<file path="src/rtl/cpu_port_bridge_pkg.sv">
// Shared defaults and FSM encoding for the CPU I/O port bridge.
package cpu_port_bridge_pkg;

    localparam int unsigned WIDTH_DEF    = 16;
    localparam int unsigned DEPTH_DEF    = 8;
    localparam int unsigned IN_RESET_DEF = 3;

    typedef enum logic {
        ST_PRIME = 1'b0,
        ST_RUN   = 1'b1
    } state_t;

endpackage

</file>
<file path="src/rtl/cpu_port_bridge_sync_fifo.sv">
// Synchronous FIFO with exact occupancy count; a push into a full FIFO
// is accepted only when a pop happens on the same edge.
module cpu_port_bridge_sync_fifo #(
    parameter int unsigned WIDTH = 16,
    parameter int unsigned DEPTH = 8
) (
    input  logic                       clk,
    input  logic                       reset,
    input  logic                       i_push,
    input  logic [WIDTH-1:0]           i_data,
    input  logic                       i_pop,
    output logic [WIDTH-1:0]           o_data,
    output logic                       o_full,
    output logic                       o_empty,
    output logic [$clog2(DEPTH):0]     o_level
);

    localparam int unsigned AW = $clog2(DEPTH);
    localparam int unsigned LW = AW + 1;

    logic [WIDTH-1:0] r_mem [DEPTH];
    logic [AW-1:0]    r_wr_ptr;
    logic [AW-1:0]    r_rd_ptr;
    logic [LW-1:0]    r_level;

    logic w_full;
    logic w_empty;
    logic w_pop;
    logic w_push;

    assign w_full  = (r_level == LW'(DEPTH));
    assign w_empty = (r_level == LW'(0));
    assign w_pop   = i_pop & ~w_empty;
    assign w_push  = i_push & (~w_full | w_pop);

    // When full, wr_ptr == rd_ptr: a push+pop overwrites the departing head slot.
    always_ff @(posedge clk) begin
        if (w_push) begin
            r_mem[r_wr_ptr] <= i_data;
        end
    end

    always_ff @(posedge clk or posedge reset) begin
        if (reset) begin
            r_wr_ptr <= '0;
            r_rd_ptr <= '0;
            r_level  <= '0;
        end else begin
            if (w_push) begin
                r_wr_ptr <= r_wr_ptr + AW'(1);
            end
            if (w_pop) begin
                r_rd_ptr <= r_rd_ptr + AW'(1);
            end
            case ({w_push, w_pop})
                2'b10:   r_level <= r_level + LW'(1);
                2'b01:   r_level <= r_level - LW'(1);
                default: r_level <= r_level;
            endcase
        end
    end

    assign o_data  = r_mem[r_rd_ptr];
    assign o_full  = w_full;
    assign o_empty = w_empty;
    assign o_level = r_level;

endmodule

</file>
<file path="src/rtl/cpu_port_bridge.sv">
// Host-side endpoint for the CPU I/O ports: drives cpu_in from a write stream
// and reports every change on cpu_out through a read FIFO.
module cpu_port_bridge
    import cpu_port_bridge_pkg::*;
#(
    parameter int unsigned WIDTH    = WIDTH_DEF,
    parameter int unsigned DEPTH    = DEPTH_DEF,
    parameter int unsigned IN_RESET = IN_RESET_DEF
) (
    input  logic                   clk,
    input  logic                   reset,
    input  logic [WIDTH-1:0]       cpu_out,
    output logic [WIDTH-1:0]       cpu_in,
    input  logic [WIDTH-1:0]       wr_data,
    input  logic                   wr_valid,
    output logic                   wr_ready,
    output logic [WIDTH-1:0]       rd_data,
    output logic                   rd_valid,
    input  logic                   rd_ready,
    output logic [$clog2(DEPTH):0] level,
    output logic                   overflow,
    input  logic                   ovf_clr
);

    state_t           r_state;
    logic [WIDTH-1:0] r_cpu_in;
    logic [WIDTH-1:0] r_base;
    logic             r_wr_ready;
    logic             r_ovf;

    logic             w_change;
    logic             w_full;
    logic             w_empty;
    logic             w_ovf_set;

    assign w_change  = (r_state == ST_RUN) && (cpu_out != r_base);
    // A full FIFO is never empty, so a pop happens exactly when rd_ready is high.
    assign w_ovf_set = w_change & w_full & ~rd_ready;

    always_ff @(posedge clk or posedge reset) begin
        if (reset) begin
            r_state    <= ST_PRIME;
            r_cpu_in   <= WIDTH'(IN_RESET);
            r_base     <= '0;
            r_wr_ready <= 1'b0;
        end else begin
            if (r_state == ST_PRIME) begin
                // Swallow the CPU's own reset value of 'out' as the baseline.
                r_base     <= cpu_out;
                r_wr_ready <= 1'b0;
                r_state    <= ST_RUN;
            end else begin
                r_wr_ready <= 1'b1;
                r_state    <= ST_RUN;
                if (w_change) begin
                    r_base <= cpu_out;
                end
                if (wr_valid && r_wr_ready) begin
                    r_cpu_in <= wr_data;
                end
            end
        end
    end

    always_ff @(posedge clk or posedge reset) begin
        if (reset) begin
            r_ovf <= 1'b0;
        end else if (w_ovf_set) begin
            r_ovf <= 1'b1;
        end else if (ovf_clr) begin
            r_ovf <= 1'b0;
        end
    end

    cpu_port_bridge_sync_fifo #(
        .WIDTH (WIDTH),
        .DEPTH (DEPTH)
    ) u_fifo (
        .clk     (clk),
        .reset   (reset),
        .i_push  (w_change),
        .i_data  (cpu_out),
        .i_pop   (rd_ready),
        .o_data  (rd_data),
        .o_full  (w_full),
        .o_empty (w_empty),
        .o_level (level)
    );

    assign cpu_in   = r_cpu_in;
    assign wr_ready = r_wr_ready;
    assign rd_valid = ~w_empty;
    assign overflow = r_ovf;

endmodule

</file>
<file path="config.mk">
export PLATFORM = sky130hd
export DESIGN_NAME = cpu_port_bridge
export DESIGN_NICKNAME = d
export VERILOG_FILES = /design/src/rtl/cpu_port_bridge_pkg.sv /design/src/rtl/cpu_port_bridge_sync_fifo.sv /design/src/rtl/cpu_port_bridge.sv
export SDC_FILE = /design/constraint.sdc
export NUM_CORES = 1
export LEC_CHECK = 0
export CAP_MARGIN = 0
export CELL_PAD_IN_SITES_DETAIL_PLACEMENT = 1
export CELL_PAD_IN_SITES_GLOBAL_PLACEMENT = 2
export CORE_MARGIN = 2
export CORE_UTILIZATION = 42
export DETAILED_ROUTE_END_ITERATION = 6
export PLACE_DENSITY = 0.8
export REMOVE_ABC_BUFFERS = 1
export SLEW_MARGIN = 15
export SYNTH_ARGS = -nofsm -noshare
export SYNTH_HDL_FRONTEND = slang
export SYNTH_HIERARCHICAL = 1
export SYNTH_SLANG_ARGS = --single-unit
</file>
<file path="constraint.sdc">
create_clock -name clk -period 3.5 [get_ports clk]
set_input_delay 0.875 -clock clk [delete_from_list [all_inputs] [get_ports clk]]
set_output_delay 0.875 -clock clk [all_outputs]
set_load 0.05 [all_outputs]
</file>
After elaboration in Yosys (flattened, before gate mapping) --
Memory sizes are Yosys's and may differ from the RTL's. Cells that the tools add are included.
Storage, ports and cells: bits in writable memories 128, flip-flop bits (word level) 45, output and inout port bits 39, bits of input ports 37, memories 1
Memories:
- u_fifo.r_mem | depth 8, width 16, read ports 1, clocked after memory_dff 0, write ports 1, RTL line cpu_port_bridge_sync_fifo.sv:21 | logic [WIDTH-1:0] r_mem [DEPTH];
Cells by class: muxes and demuxes 8, bitwise logic cells 8, add/subtract/negate cells 4, reductions and logical operators 6, equality and inequality tests 5
Operators by type and width (count):
- 16-bit 2-to-1 mux | 2
- 16-bit != test | 1
- 4-bit case mux with 2 select lines | 1
- 3-bit by 1-bit adder with 3-bit output, second input constant | 2
- 1-bit 2-to-1 mux | 5
- 4-bit by 1-bit adder with 4-bit output, second input constant | 1
- 1-bit AND | 4
- 4-bit == test, second input constant | 1
- 4-bit zero test | 1
- 2-bit nonzero test | 2
- 4-bit by 1-bit subtractor with 4-bit output, second input constant | 1
- 1-bit NOT | 3
- 2-bit by 1-bit == test with 1-bit output, second input constant | 1
- 2-bit == test, second input constant | 1
- 1-bit logical AND | 2
- 2-bit by 1-bit != test with 1-bit output, second input constant | 1
- 2-bit AND reduction | 1
- 1-bit OR | 1

Longest topological paths before layout --
Gate-level depths: netlist of the first run.
word-level depth 7, gate-level depth with buffers 12

By module --
The synthesis of the first run kept the hierarchy.
Modules (own cells, without submodules):
- cpu_port_bridge_sync_fifo | area an instance 5534.1 sq um, instances 1, cells each 258
- cpu_port_bridge | area an instance 1345.0 sq um, instances 1, cells each 98

Worst setup path after synthesis of the first run --
Ideal clock, no wire load.
path kind input port to flip-flop, from input port cpu_out[0], to memory u_fifo.r_mem[0][0], enable pin, required time 3.091 ns, library setup time 0.409 ns, cell stages on the path 8, arrival time 2.907 ns, setup slack 0.183 ns, path through xor2_1 > nor4_1 > nand4_1 > and2_1 > buf_2 > o21a_1 > nand2b_1 > nor3_1
On the way: word-level cells in the longest chain between the ends 5
Ends and longest elaborated chain:
- start, declared | RTL line cpu_port_bridge.sv:12 | input logic [WIDTH-1:0] cpu_out,
- 16-bit != test | RTL line cpu_port_bridge.sv:36 | assign w_change = (r_state == ST_RUN) && (cpu_out != r_base);
- 1-bit logical AND | RTL line cpu_port_bridge.sv:36
- named net w_change | RTL line cpu_port_bridge.sv:31 | logic w_change;
- 1-bit AND | RTL line cpu_port_bridge_sync_fifo.sv:34 | assign w_push = i_push & (~w_full | w_pop);
- 1-bit 2-to-1 mux | RTL line cpu_port_bridge_sync_fifo.sv:38 | if (w_push) begin
- 1-bit 2-to-1 mux (not written as such) | RTL line cpu_port_bridge_sync_fifo.sv:39 | r_mem[r_wr_ptr] <= i_data;
- end, declared | RTL line cpu_port_bridge_sync_fifo.sv:21
The timed path passes the listed nets, and every way through them passes these cells.

Worst setup path in the final report of the first run --
from input port cpu_out[13], to register u_fifo.r_level[3], in the netlist u_fifo/o_level[3]
On the way: word-level cells in the longest chain between the ends 5, elaborated cells on any way between the ends 7
Ends and longest elaborated chain:
- 16-bit != test (*) | RTL line cpu_port_bridge.sv:36
- 1-bit logical AND (*) | RTL line cpu_port_bridge.sv:36
- named net w_change | RTL line cpu_port_bridge.sv:31
- 1-bit AND (*) | RTL line cpu_port_bridge_sync_fifo.sv:34
- 2-bit by 1-bit == test with 1-bit output / 2-bit == test (equally long branches) | RTL line cpu_port_bridge_sync_fifo.sv:55 | case ({w_push, w_pop})
- 4-bit case mux with 2 select lines / 2-bit nonzero test (equally long branches)
- end signal, assigned | RTL line cpu_port_bridge_sync_fifo.sv:56 | 2'b10: r_level <= r_level + LW'(1);
- end signal, assigned | RTL line cpu_port_bridge_sync_fifo.sv:57 | 2'b01: r_level <= r_level - LW'(1);
- end signal, assigned | RTL line cpu_port_bridge_sync_fifo.sv:58 | default: r_level <= r_level;
- end, declared | RTL line cpu_port_bridge_sync_fifo.sv:24 | logic [LW-1:0] r_level;
Mark *: on every way through the listed nets, which the timed path passes. The rest lies on a longest branch. A chain may end at the register's enable or synchronous reset.

==> impl_summary.md, run 1 <==
Setup path
Data arrives at the worst endpoint at 3.75 ns. Broken down by cell family, the worst path's largest delay share belongs to simple AND/OR/NAND/NOR gates. The number of buffers and inverters on the critical path is 2. The signal on the critical path passes through clkdlybuf4s50_1 > xor2_1 > nor4_4 > nand4_1 > and2_4 > or2_2 > inv_1 > ha_1 > a211o_1 > nand3_1 > mux2_2 > nand3b_1. The highest cell delay on the worst timing path is 0.44 ns. The data required time of the critical path is 3.86 ns.

The largest driver fanout on the critical path is 2. The critical path capture point type is a flop. The kind of start point of the critical path is an input port.

The kind of critical path is in -> reg. The slowest cell on the critical path is clkdlybuf4s50_1.

GRT
The sum of overflow across all layers after global routing is 0. The number of antenna violations at the first check in global routing came to 0. The global routing usage summed across all routing layers is 18.6%. The global-route wire length before repair is 23.9 mm. The via count of the first global-routing pass is 4,038. The maximum number of pins on one net before global-route repair is 33.

Status
The flow ran to the end, and the final reports show no timing, DRC or antenna violations.

Logic synthesis
The mean area per synthesized cell is 19.3 µm². The flip-flop and latch count after synthesis is 173. The most instantiated flip-flop cell in the synthesis netlist is edfxtp_1.

The share of the Yosys chip area taken by registers is 72.3%. After synthesis, the share of flip-flops with an asynchronous set or reset is 26.0%. By area the synthesized netlist is led by edfxtp_1, dfrtp_1, mux4_2.

The cell type with the highest aggregate area in the netlist is edfxtp_1. The cell area that synthesis handed to floorplanning was 6880 µm². The total of warnings raised by yosys is 6. The number of distinct library cell variants in the gate-level netlist after synthesis is 40.

The area share of xor/xnor cells in the synthesized design is 2.80%. The fraction of synthesized cell area taken by the top area cell type is 55.9%. Synthesis handed over a netlist of 356 instances. After synthesis, the largest family of logic cells by area is multiplexers.

The synthesized netlist devotes 2.91% of its cell area to simple gates. The multiplexer share of the synthesized area is 17.1%. The synthesized netlist devotes 1.13% of its cell area to compound gates. Counting flops with a built-in enable in the synthesized netlist gives 128. The post-synthesis share of cell area spent on full adders, half adders and majority gates is 1.02%.

Timing
Across all hold checks on the routed design, the worst slack comes to 0.477 ns. At the pin with the least slew margin, the transition time is 0.532 ns. The number of hold violations in the final report is 0. Setup repair after global routing left no endpoint under its margin. The number of pins with negative max-slew slack in the final report is 0. The relative slew slack is 64.4%. The fmax is 295 MHz.

The routed design could run at a clock period as short as 3.39 ns. Setup violations remaining at the end of the flow were counted as 0. The maximum clock skew at final layout is 0.00765 ns. The final period utilization is 96.8%.

Route
The overall via count from detail_route is 3,556. Before antenna repair, the detailed router went through 4 iterations. After detailed routing, the average wire length per cell comes to 21.8 µm. The DRC violation count after routing is 0. The total wire length after detailed routing is 15.1 mm. The starting DRC count in detailed routing is 221. The number of nets with antenna violations after routing is 0.

In the routed layout, each cell is associated on average with a via count of 5.15.

Hold path
The path type of the worst min-delay path is reg -> reg.

Layout
For this run, the post-layout net count is 503. After filler insertion, the fill cell instance count of the layout stands at 1,478. The final core utilization is 55.0%. The post-route netlist has 34.0% of its cells at a drive strength greater than 1. Leaving out fill and tap cells, the most frequent cell in the layout is edfxtp_1. The post-route cell area is 8770 µm². The library cells used most frequently in the layout, excluding fill and tap cells, are edfxtp_1, clkdlybuf4s50_1, buf_4. The layout overhead on the synthesized area is 27.6%.

The count of inserted antenna diode cells is 0.

CTS
TritonCTS built the clock tree. The clock passes through at most 2 buffers. The number of buffers added to fix hold violations after cts is 0.

The tree is rooted in a clkbuf_16. The clock latency of the later-clocked register in the worst-skew pair is 0.43 ns. Clock tree synthesis found a total of 173 sinks. The H-tree depth reported by CTS is 4. After clock tree synthesis, the clock-pin slew on the worst setup and hold paths is 0.07 ns. The number of buffers inserted during clock tree synthesis is 17.

Power
Dividing total power by cell area gives a power density of 834 nW/µm². Summed over all cells, the static leakage comes to 3.22 nW. In this run, the clock network consumes 25.6% of the power. The part of the total power dissipated in combinational logic is 38.0%. The internal power is 0.00472 W. The switching power summed over all nets is 0.00260 W. The worst supply voltage drop on vdd is 0.000458 V. The fraction of power spent switching nets is 35.5%. The portion of total power attributed to sequential cells is 36.4%.

Placed design
The number of I/O port buffers is 75. The post-detailed-placement cell area is 8120 µm². The routability congestion estimate from global placement is 0.737. The post-DP HPWL is 9.47 mm.

Floorplan
The die boundary height is 132 µm. The count of pins on the block boundary is 76. The die boundary width is 132 µm. The floorplan step defined a die boundary enclosing 17,400 µm². The core region is 15,900 µm². Row generation in the floorplan step produced 46 rows.

The starting density of the core is 43.1%.

Job
Across the run, the number of max-cap violations was 0.
## power groups by stage
stage                     Combinational [W]  Clock (W)  Sequential, W
after global routing                0.00294    0.00198        0.00270
after global placement              0.00275          0        0.00268
after detailed placement            0.00281          0        0.00270
after floorplan                     0.00153          0        0.00301
after CTS                           0.00283    0.00191        0.00266
final                               0.00278    0.00188        0.00266
## cells by family after synthesis
group / count (synthesis)
xor+xnor: 22
mux: 69
fa+ha+maj: 5
compound gates: 8
simple gates: 40
buf+inv: 38
other cells: 1
flops: 173
## final timing paths
check                             from           endpoint  slack [ns]  depth (start not counted)
setup / recovery           cpu_out[13]  u_fifo/o_level[3]        0.11                         12
hold / removal                 r_state           wr_ready        0.48                          0
hold reg to reg                r_state           wr_ready        0.48                          0
min in group asynchronous        reset          r_base[2]        0.86                          2
setup reg to reg             r_base[5]  u_fifo/o_level[3]        0.55                         12
max in group asynchronous        reset          cpu_in[1]        1.87                          3
## metal layers
layer / part of all wire [%] / track usage [%]
met1: 41 / 22.7
met4: 1.8 / 6.94
met2: 52 / 31.9
met5: 0 / 0
met3: 5.7 / 4.61
## final cells by class
class	count	area [µm²]	area share [%]
clock buffer	17	425	4.85
clock inverter	15	161	1.84
inverter	9	33.8	0.385
multi-input combinational	145	1780	20.2
sequential	173	4970	56.7
tap	216	270	3.08
timing repair buffer	115	1130	12.9
## stage by stage
stage	total power [W]	setup WS (ns)	TNS, ns	cells
floorplan	0.00454	0.151	0	327
global placement	0.00542	-0.705	-33.74	657
detailed placement	0.00551	-0.708	-31.71	657
CTS	0.00740	0.0378	0	689
global route	0.00762	0.00622	0	690
finish	0.00732	0.113	0	690
## cell usage after synthesis (2+ instances only)
cell / instances
ha_1: 4
buf_6: 5
nor2_1: 10
dfstp_2: 2
xor2_1: 18
or3_1: 2
nor3_1: 2
mux4_1: 10
xnor2_1: 4
nand3_1: 2
nor4_1: 4
nand2_1: 10
edfxtp_1: 128
dfrtp_1: 43
nand2b_1: 4
mux2_2: 34
or2_2: 2
clkbuf_1: 20
mux4_2: 22
inv_1: 9
mux2i_1: 2
## flip-flops by register name, summed over array words and instances (netlist names)
signal and cells:
u_fifo/o_level 4, u_fifo/r_wr_ptr 3, cpu_in 16, r_base 16, overflow 1, u_fifo/r_rd_ptr 3, wr_ready 1, u_fifo/r_mem 128
r_state 1
## what timing repair did
action                                  CTS  global route
pin swaps                                 0             5
endpoints found under the setup margin    2             1
resized for setup                         5             6
buffers inserted                          0             1
hold endpoints to repair                  0             0
(Power assumes the default switching activity.)
==> inputs of run 2 (changes only) <==
--- a/config.mk
+++ b/config.mk
@@ -9,9 +9,10 @@
 export CELL_PAD_IN_SITES_DETAIL_PLACEMENT = 1
 export CELL_PAD_IN_SITES_GLOBAL_PLACEMENT = 2
 export CORE_MARGIN = 2
-export CORE_UTILIZATION = 42
+export CORE_UTILIZATION = 45
 export DETAILED_ROUTE_END_ITERATION = 6
-export PLACE_DENSITY = 0.8
+export DONT_BUFFER_PORTS = 1
+export PLACE_DENSITY = 0.77
 export REMOVE_ABC_BUFFERS = 1
 export SLEW_MARGIN = 15
 export SYNTH_ARGS = -nofsm -noshare
==> run 2 against run 1 <==
  * Hold slack got worse by 0.15 ns
  * Non-clock buffer count down 93
  * Via count down 12%
  * Largest cell class unchanged
  * Clock-buffer cell count grew 1
  * Final area decreased by 12%
  * Highest routed layer unchanged
  * Total power down 8.7%
==> impl_summary.md, run 2 (synthesized netlist as in run 1, its figures left out) <==
Timing
The number of setup violations in the final report came to 0 (unchanged). The maximum clock skew at final layout is 0.00820 ns (was 0.00765 ns). The number of pins with negative max-slew slack in the final report is 0 (unchanged). The sum of negative setup slack is 0 ns (unchanged). The relative slew slack came to 47.7% (was 64.4%). The fmax was 305 MHz (was 295 MHz). The slew of the pin with the lowest slew margin is 0.780 ns (was 0.532 ns). The number of hold violations in the final report is 0 (unchanged). The post-layout minimum cycle time is 3.28 ns (was 3.39 ns). The hold slack is 0.327 ns (was 0.477 ns). Unrepaired setup endpoints after global routing: false (unchanged). The final period utilization is 93.6% (was 96.8%).

GRT
The via count of the first global-routing pass is 3,495 (was 4,038). The global routing usage summed across all routing layers is 17.6% (was 18.6%). The global-route wire length before repair is 20.6 mm (was 23.9 mm). The maximum number of pins on one net before global-route repair is 36 (was 33). The number of antenna violations at the first check in global routing is 0 (unchanged).

The sum of overflow across all layers after global routing came to 0 (unchanged).

CTS
The quantity of gates resized following cts was 0 (was 5). The maximum root-to-sink buffer count is 2 (unchanged). The number of buffers inserted during clock tree synthesis was 17 (unchanged). The total setup buffers inserted after CTS is 0 (unchanged). The buffer type at the clock tree root is clkbuf_16 (unchanged). The CTS sink count is 173 (unchanged). The clock latency of the later-clocked register in the worst-skew pair is 0.42 ns (was 0.43 ns).

The clock-pin slew of the registers on the worst-case setup and hold paths is 0.06 ns (was 0.07 ns). The H-tree depth reported by CTS is 4 (unchanged). The number of buffers added to fix hold violations after cts is 0 (unchanged).

The TritonCTS clock tree is yes (unchanged).

Power
The overall power is 0.00668 W (was 0.00732 W). The worst supply voltage drop on vdd is 0.000384 V (was 0.000458 V). The power density over the cells was 867 nW/µm² (was 834 nW/µm²). The standby leakage power is 2.74 nW (was 3.22 nW).

Route
The DRC violation count after routing is 0 (unchanged). The starting DRC count in detailed routing is 212 (was 221). The via count normalized by instance count is 5.50 (was 5.15). The overall via count from detail_route is 3,126 (was 3,556). The first-pass iteration count of the detailed router is 6 (was 4). The total wire length after detailed routing is 13.2 mm (was 15.1 mm). The average wire per cell in the routed design is 23.3 µm (was 21.8 µm). The number of nets with antenna violations after routing is 0 (unchanged).

Placed design
The post-detailed-placement cell area is 7160 µm² (was 8120 µm²). The post-DP HPWL is 8.16 mm (was 9.47 mm). The number of I/O port buffers is 0 (was 75). The routability congestion estimate from global placement was 0.695 (was 0.737).

Floorplan
The starting density of the core was 45.6% (was 43.1%). The placeable core area is 15,100 µm² (was 15,900 µm²). The die boundary width came to 128 µm (was 132 µm). The overall die area is 16,300 µm² (was 17,400 µm²).

The die boundary height is 128 µm (was 132 µm). The floorplan row count came to 45 (was 46). The count of pins on the block boundary was 76 (unchanged).

Hold path
The path type of the worst min-delay path is in -> async (was reg -> reg).

Layout
The register with the highest flop count is u_fifo/r_mem (unchanged). The count of inserted antenna diode cells came to 0 (unchanged). The number of nets in the layout came to 410 (was 503).

The flip-flop count of the largest register, all copies and words added is 128 (unchanged). The most frequent standard cell in the layout excluding fill and tap cells is edfxtp_1 (unchanged). Top library cells by usage in the layout, fill and taps aside: edfxtp_1, dfrtp_1, mux2_2 (was edfxtp_1, clkdlybuf4s50_1, buf_4). The fraction of final layout cells with drive strength greater than 1 was 30.5% (was 34.0%). The layout overhead on the synthesized area was 11.9% (was 27.6%).

The post-route cell area is 7700 µm² (was 8770 µm²).

Setup path
The largest driver fanout on the critical path is 10 (was 2). Cell-by-cell listing of the critical path: xor2_1 > nor4_1 > nand4_1 > and2_1 > or2_2 > inv_1 > ha_1 > or2_2 > a21oi_1 > mux2i_1 > nand3b_1 (was clkdlybuf4s50_1 > xor2_1 > nor4_4 > nand4_1 > and2_4 > or2_2 > inv_1 > ha_1 > a211o_1 > nand3_1 > mux2_2 > nand3b_1). The kind of start point of the critical path is an input port (unchanged). The kind of critical path is in -> reg (unchanged).

The slowest cell on the critical path is nor4_1 (was clkdlybuf4s50_1). The combined buffer and inverter count along the critical path came to 1 (was 2). The data required time of the critical path is 3.86 ns (about the same). The cell that appears most often on the critical path is or2_2. The critical path capture point type is a flop (unchanged).

The highest cell delay on the worst timing path is 0.67 ns (was 0.44 ns). The family of cells with the greatest summed delay on the critical path is simple AND/OR/NAND/NOR gates (unchanged). The signal arrival time at the worst endpoint is 3.64 ns (was 3.75 ns).

Status
Result of the run: complete, no violations (unchanged).

Job
The max-capacitance violation count is 0 (unchanged).
[run 2: worst reg2reg max path: stages (launching register included)]
cell,delay (ns)
dfrtp_1,0.37
xor2_1,0.16
nor4_1,0.67
nand4_1,0.26
and2_1,0.24
or2_2,0.31
inv_1,0.08
ha_1,0.24
or2_2,0.31
a21oi_1,0.21
mux2i_1,0.20
nand3b_1,0.11
[run 2: final timing paths]
path / to / cells past startpoint / slack [ns] / startpoint
worst max-delay path: u_fifo/o_level[3] / 11 / 0.22 / cpu_out[2]
worst min-delay path: u_fifo/o_level[3] / 1 / 0.33 / reset
worst max register to register: u_fifo/o_level[3] / 11 / 0.28 / r_base[2]
worst min register to register: wr_ready / 0 / 0.46 / r_state
max in group asynchronous: cpu_in[0] / 2 / 2.70 / reset
min in group clk: wr_ready / 0 / 0.46 / r_state
[run 2: cell type report]
class                           instances  area (µm²)
Multi-Input combinational cell        145        1730
Sequential cell                       173        4970
Fill cell                            1354        7390
Clock buffer                           18         439
Tap cell                              188         235
Timing Repair Buffer                   22         190
Inverter                                9        33.8
Clock inverter                         13        98.8
[run 2: layer usage]
| layer | GRT usage [%] | vias to the layer above | part of all wire [%] |
|---|---|---|---|
| met1 | 22.6 | 1646 | 44 |
| met2 | 28.9 | 89 | 50 |
| met5 | 0 | - | 0 |
| met4 | 5.62 | 0 | 1.0 |
| li1 | - | 1381 | - |
| met3 | 5.53 | 10 | 5.5 |
[run 2: stage by stage]
stage	util, %	instances	setup WS [ns]
floorplan	-	327	0.151
global placement	47.5	537	-0.0806
detailed placement	47.5	537	-0.163
CTS	51.0	568	0.280
global route	51.0	568	0.122
finish	51.0	568	0.223
[run 2: power by group]
group,leakage [nW],internal [W],switching (W)
logic,0.794,0.000778,0.00132
registers,1.69,0.00251,0.000345
clock network,0.256,0.000981,0.000744
total,2.74,0.00427,0.00241
==> inputs of run 3 (changes only) <==
--- a/config.mk
+++ b/config.mk
@@ -5,14 +5,15 @@
 export SDC_FILE = /design/constraint.sdc
 export NUM_CORES = 1
 export LEC_CHECK = 0
+export ABC_AREA = 1
 export CAP_MARGIN = 0
 export CELL_PAD_IN_SITES_DETAIL_PLACEMENT = 1
 export CELL_PAD_IN_SITES_GLOBAL_PLACEMENT = 2
 export CORE_MARGIN = 2
-export CORE_UTILIZATION = 45
+export CORE_UTILIZATION = 43
 export DETAILED_ROUTE_END_ITERATION = 6
 export DONT_BUFFER_PORTS = 1
-export PLACE_DENSITY = 0.77
+export PLACE_DENSITY = 0.81
 export REMOVE_ABC_BUFFERS = 1
 export SLEW_MARGIN = 15
 export SYNTH_ARGS = -nofsm -noshare
==> run 3 against run 2 <==
  * Utilization fell by 2.2 points
  * Final area up 4.9%
  * Cell count up 47%
  * Sequential share of layout area is 3.0 points lower
  * Combinational power grew 15%
  * Register-to-register slack improved by 0.59 ns
  * First-iteration DRC count grew 46%
  * Clock power is 7% higher
  * Clock-buffer cell count stayed put
  * Setup slack improved by 0.039 ns
  * Via count increased by 38%
  * Sequential cell count is the same
  * Critical endpoint is now rd_data[10]
  * Largest cell class unchanged
==> impl_summary.md, run 3 <==
Placed design
The number of I/O port buffers was 0 (unchanged). The post-DP HPWL was 10.2 mm (was 8.16 mm). The routability congestion estimate from global placement is 0.761 (was 0.695).

Floorplan
The die boundary width is 134 µm (was 128 µm). The floorplan row count is 47 (was 45). The overall die area is 17,900 µm² (was 16,300 µm²). The starting density of the core came to 43.8% (was 45.6%). The count of pins on the block boundary was 76 (unchanged). The placeable core area is 16,500 µm² (was 15,100 µm²). The die boundary height came to 134 µm (was 128 µm).

CTS
The clock latency of the later-clocked register in the worst-skew pair is 0.43 ns (was 0.42 ns). The CTS sink count is 173 (unchanged). The clock-pin slew of the registers on the worst-case setup and hold paths is 0.06 ns (about the same). The total setup buffers inserted after CTS is 0 (unchanged). The H-tree depth reported by CTS is 4 (unchanged). The maximum root-to-sink buffer count is 2 (unchanged). The TritonCTS clock tree is yes (unchanged). The number of buffers added to fix hold violations after cts is 0 (unchanged). The quantity of gates resized following cts is 0 (unchanged).

The buffer type at the clock tree root was clkbuf_16 (unchanged). The number of buffers inserted during clock tree synthesis is 17 (unchanged).

GRT
The sum of overflow across all layers after global routing is 0 (unchanged). The number of antenna violations at the first check in global routing is 0 (unchanged). The via count of the first global-routing pass is 4,760 (was 3,495). The global routing usage summed across all routing layers is 19.5% (was 17.6%). The maximum number of pins on one net before global-route repair came to 67 (was 36). The global-route wire length before repair was 25.7 mm (was 20.6 mm).

Setup path
The total stage count of the critical path came to 6 (was 11). The data required time of the critical path is 2.62 ns (was 3.86 ns). The slack of the worst reg-to-reg path was 0.87 ns (was 0.28 ns).

The critical register-to-register path endpoint was u_fifo/o_level[3] (unchanged). The largest driver fanout on the critical path was 35 (was 10). The combined buffer and inverter count along the critical path is 2 (was 1). The kind of critical path was reg -> out (was in -> reg). The endpoint of the worst setup timing path was rd_data[10] (was u_fifo/o_level[3]).

The signal arrival time at the worst endpoint is 2.36 ns (was 3.64 ns). Cell-by-cell listing of the critical path: inv_2 > buf_12 > nor2_1 > o22ai_1 > nand2_1 > nand2_1 (was xor2_1 > nor4_1 > nand4_1 > and2_1 > or2_2 > inv_1 > ha_1 > or2_2 > a21oi_1 > mux2i_1 > nand3b_1). The cell with the most instances on the worst path is nand2_1 (was or2_2).

The source of the worst register-to-register timing path is r_base[9] (was r_base[2]). The highest cell delay on the worst timing path came to 0.58 ns (was 0.67 ns). The kind of start point of the critical path is a flop (was input port).

The origin of the worst setup path is u_fifo/r_rd_ptr[0] (was cpu_out[2]). The critical path capture point type was an output port (was flop). The length in cells of the worst reg-to-reg path is 16 (was 11). The family of cells with the greatest summed delay on the critical path is buffers and inverters (was simple AND/OR/NAND/NOR gates). The slowest cell on the critical path is dfrtp_2 (was nor4_1).

Timing
The post-layout minimum cycle time is 3.24 ns (was 3.28 ns). The number of setup violations in the final report is 0 (unchanged). The slew of the pin with the lowest slew margin is 0.799 ns (was 0.780 ns). The relative slew slack was 46.4% (was 47.7%). Unrepaired setup endpoints after global routing: false (unchanged). The number of pins with negative max-slew slack in the final report is 0 (unchanged). The maximum clock skew at final layout is 0.00693 ns (was 0.00820 ns).

The number of hold violations in the final report is 0 (unchanged). The hold slack is 0.331 ns (was 0.327 ns). The fmax is 309 MHz (was 305 MHz). The final period utilization is 92.5% (was 93.6%).

Logic synthesis
The compound-gate portion of the synthesized area is 6.24% (was 1.13%). The fraction of synthesis flops using an asynchronous set or reset pin was 26.0% (unchanged). The area share of xor/xnor cells in the synthesized design is 0.605% (was 2.80%). Most numerous cell types in the synthesized netlist: edfxtp_1, nand2_1, nor2_1, dfrtp_1, inv_1 (was edfxtp_1, dfrtp_1, mux2_2, mux4_2, clkbuf_1). The flip-flop and latch count after synthesis was 173 (unchanged).

The multiplexer share of the synthesized area was 5.38% (was 17.1%). The mean area per synthesized cell is 12.0 µm² (was 19.3 µm²). The cell type with the highest aggregate area in the netlist was edfxtp_1 (unchanged). The most common cell in the netlist was edfxtp_1 (unchanged). The share of the yosys chip area belonging to registers is 68.7% (was 72.3%). The synthesized netlist cell count came to 602 (was 356). The fraction of synthesized cell area taken by the top area cell type is 53.1% (was 55.9%). The summed instance area of the synthesized netlist came to 7240 µm² (was 6880 µm²). The count of flip-flops with a built-in enable after synthesis is 128 (unchanged).

The number of distinct library cell variants in the gate-level netlist after synthesis is 36 (was 40). The post-synthesis share of cell area spent on full adders, half adders and majority gates was 0.968% (was 1.02%). The most instantiated flip-flop cell in the synthesis netlist is edfxtp_1 (unchanged). The post-synthesis share of cell area spent on and, or, nand and nor gates is 13.0% (was 2.91%). The largest family of logic cells by synthesized area is simple AND/OR/NAND/NOR gates (was multiplexers). The total of warnings raised by yosys is 6 (unchanged). Top post-synthesis cells by area: edfxtp_1, dfrtp_1, nand2_1 (was edfxtp_1, dfrtp_1, mux4_2).

Layout
The register with the highest flop count is u_fifo/r_mem (unchanged). The number of nets in the layout is 643 (was 410). The fraction of final layout cells with drive strength greater than 1 is 14.3% (was 30.5%).

The most frequent standard cell in the layout excluding fill and tap cells is edfxtp_1 (unchanged). Top library cells by usage in the layout, fill and taps aside: edfxtp_1, nand2_1, nor2_1 (was edfxtp_1, dfrtp_1, mux2_2). The layout overhead on the synthesized area is 11.5% (was 11.9%). The flip-flop count of the largest register, all copies and words added is 128 (unchanged). The count of inserted antenna diode cells was 0 (unchanged).

Route
The first-pass iteration count of the detailed router is 6 (unchanged). The starting DRC count in detailed routing is 309 (was 212). The average wire per cell in the routed design is 19.3 µm (was 23.3 µm). The number of nets with antenna violations after routing is 0 (unchanged). The overall via count from detail_route came to 4,322 (was 3,126). The total wire length after detailed routing is 16.1 mm (was 13.2 mm).

The DRC violation count after routing is 0 (unchanged). The via count normalized by instance count came to 5.18 (was 5.50).

Power
The worst supply voltage drop on vdd came to 0.000464 V (was 0.000384 V). The power density over the cells was 891 nW/µm² (was 867 nW/µm²). The standby leakage power is 3.23 nW (was 2.74 nW). The overall power came to 0.00719 W (was 0.00668 W).

Status
Result of the run: complete, no violations (unchanged).

Job
The max-capacitance violation count was 0 (unchanged).

Hold path
The path type of the worst min-delay path is in -> async (unchanged).
==> run 3: power breakdown <==
| part | switching (W) | internal [W] | leakage (nW) | total [W] |
|---|---|---|---|---|
| sequential | 0.000409 | 0.00252 | 1.69 | 0.00293 |
| combinational | 0.00179 | 0.000620 | 1.26 | 0.00241 |
| clock | 0.000778 | 0.00107 | 0.284 | 0.00185 |
==> run 3: area by class of cell <==
class                   count  area (µm²)
fillers                  1702        8450
inverters                  43         161
clock buffers              18         439
clock inverters            14         143
repair buffers             19         168
flip-flops and latches    173        4970
multi-input cells         347        1920
well taps                 220         275
==> run 3: kinds of logic after synthesis <==
family,after synthesis
mux,33
compound gates,85
flops,173
buf+inv,82
simple gates,218
xor+xnor,5
other cells,1
fa+ha+maj,5
==> run 3: per-stage QoR <==
step	util (%)	cells	setup slack, ns	instance area, µm²	TNS, ns
global route	48.9	834	0.0440	8080	0
global placement	45.3	802	0.500	7490	0
floorplan	-	563	-0.168	7030	-9.07
detailed placement	45.3	802	0.338	7490	0
finish	48.9	834	0.263	8080	0
CTS	48.9	834	0.204	8080	0
==> run 3: worst min path at each step <==
stage          cells past startpoint                 end
2_1_floorplan                      0            wr_ready
3_3_place_gp                       0            wr_ready
3_5_place_dp                       0            wr_ready
4_1_cts                            1   u_fifo/o_level[2]
5_1_grt                            1   u_fifo/o_level[2]
6_report                           1  u_fifo/r_wr_ptr[1]
==> run 3: routing by layer <==
metal	routed length [µm]	part of all wire [%]	vias to the layer above	track usage, %
li1	-	-	2036	-
met1	6740	42	2145	23.3
met2	8010	50	113	32.5
met3	1010	6.3	28	6.09
met4	325	2.0	0	8.27
met5	0	0	-	0
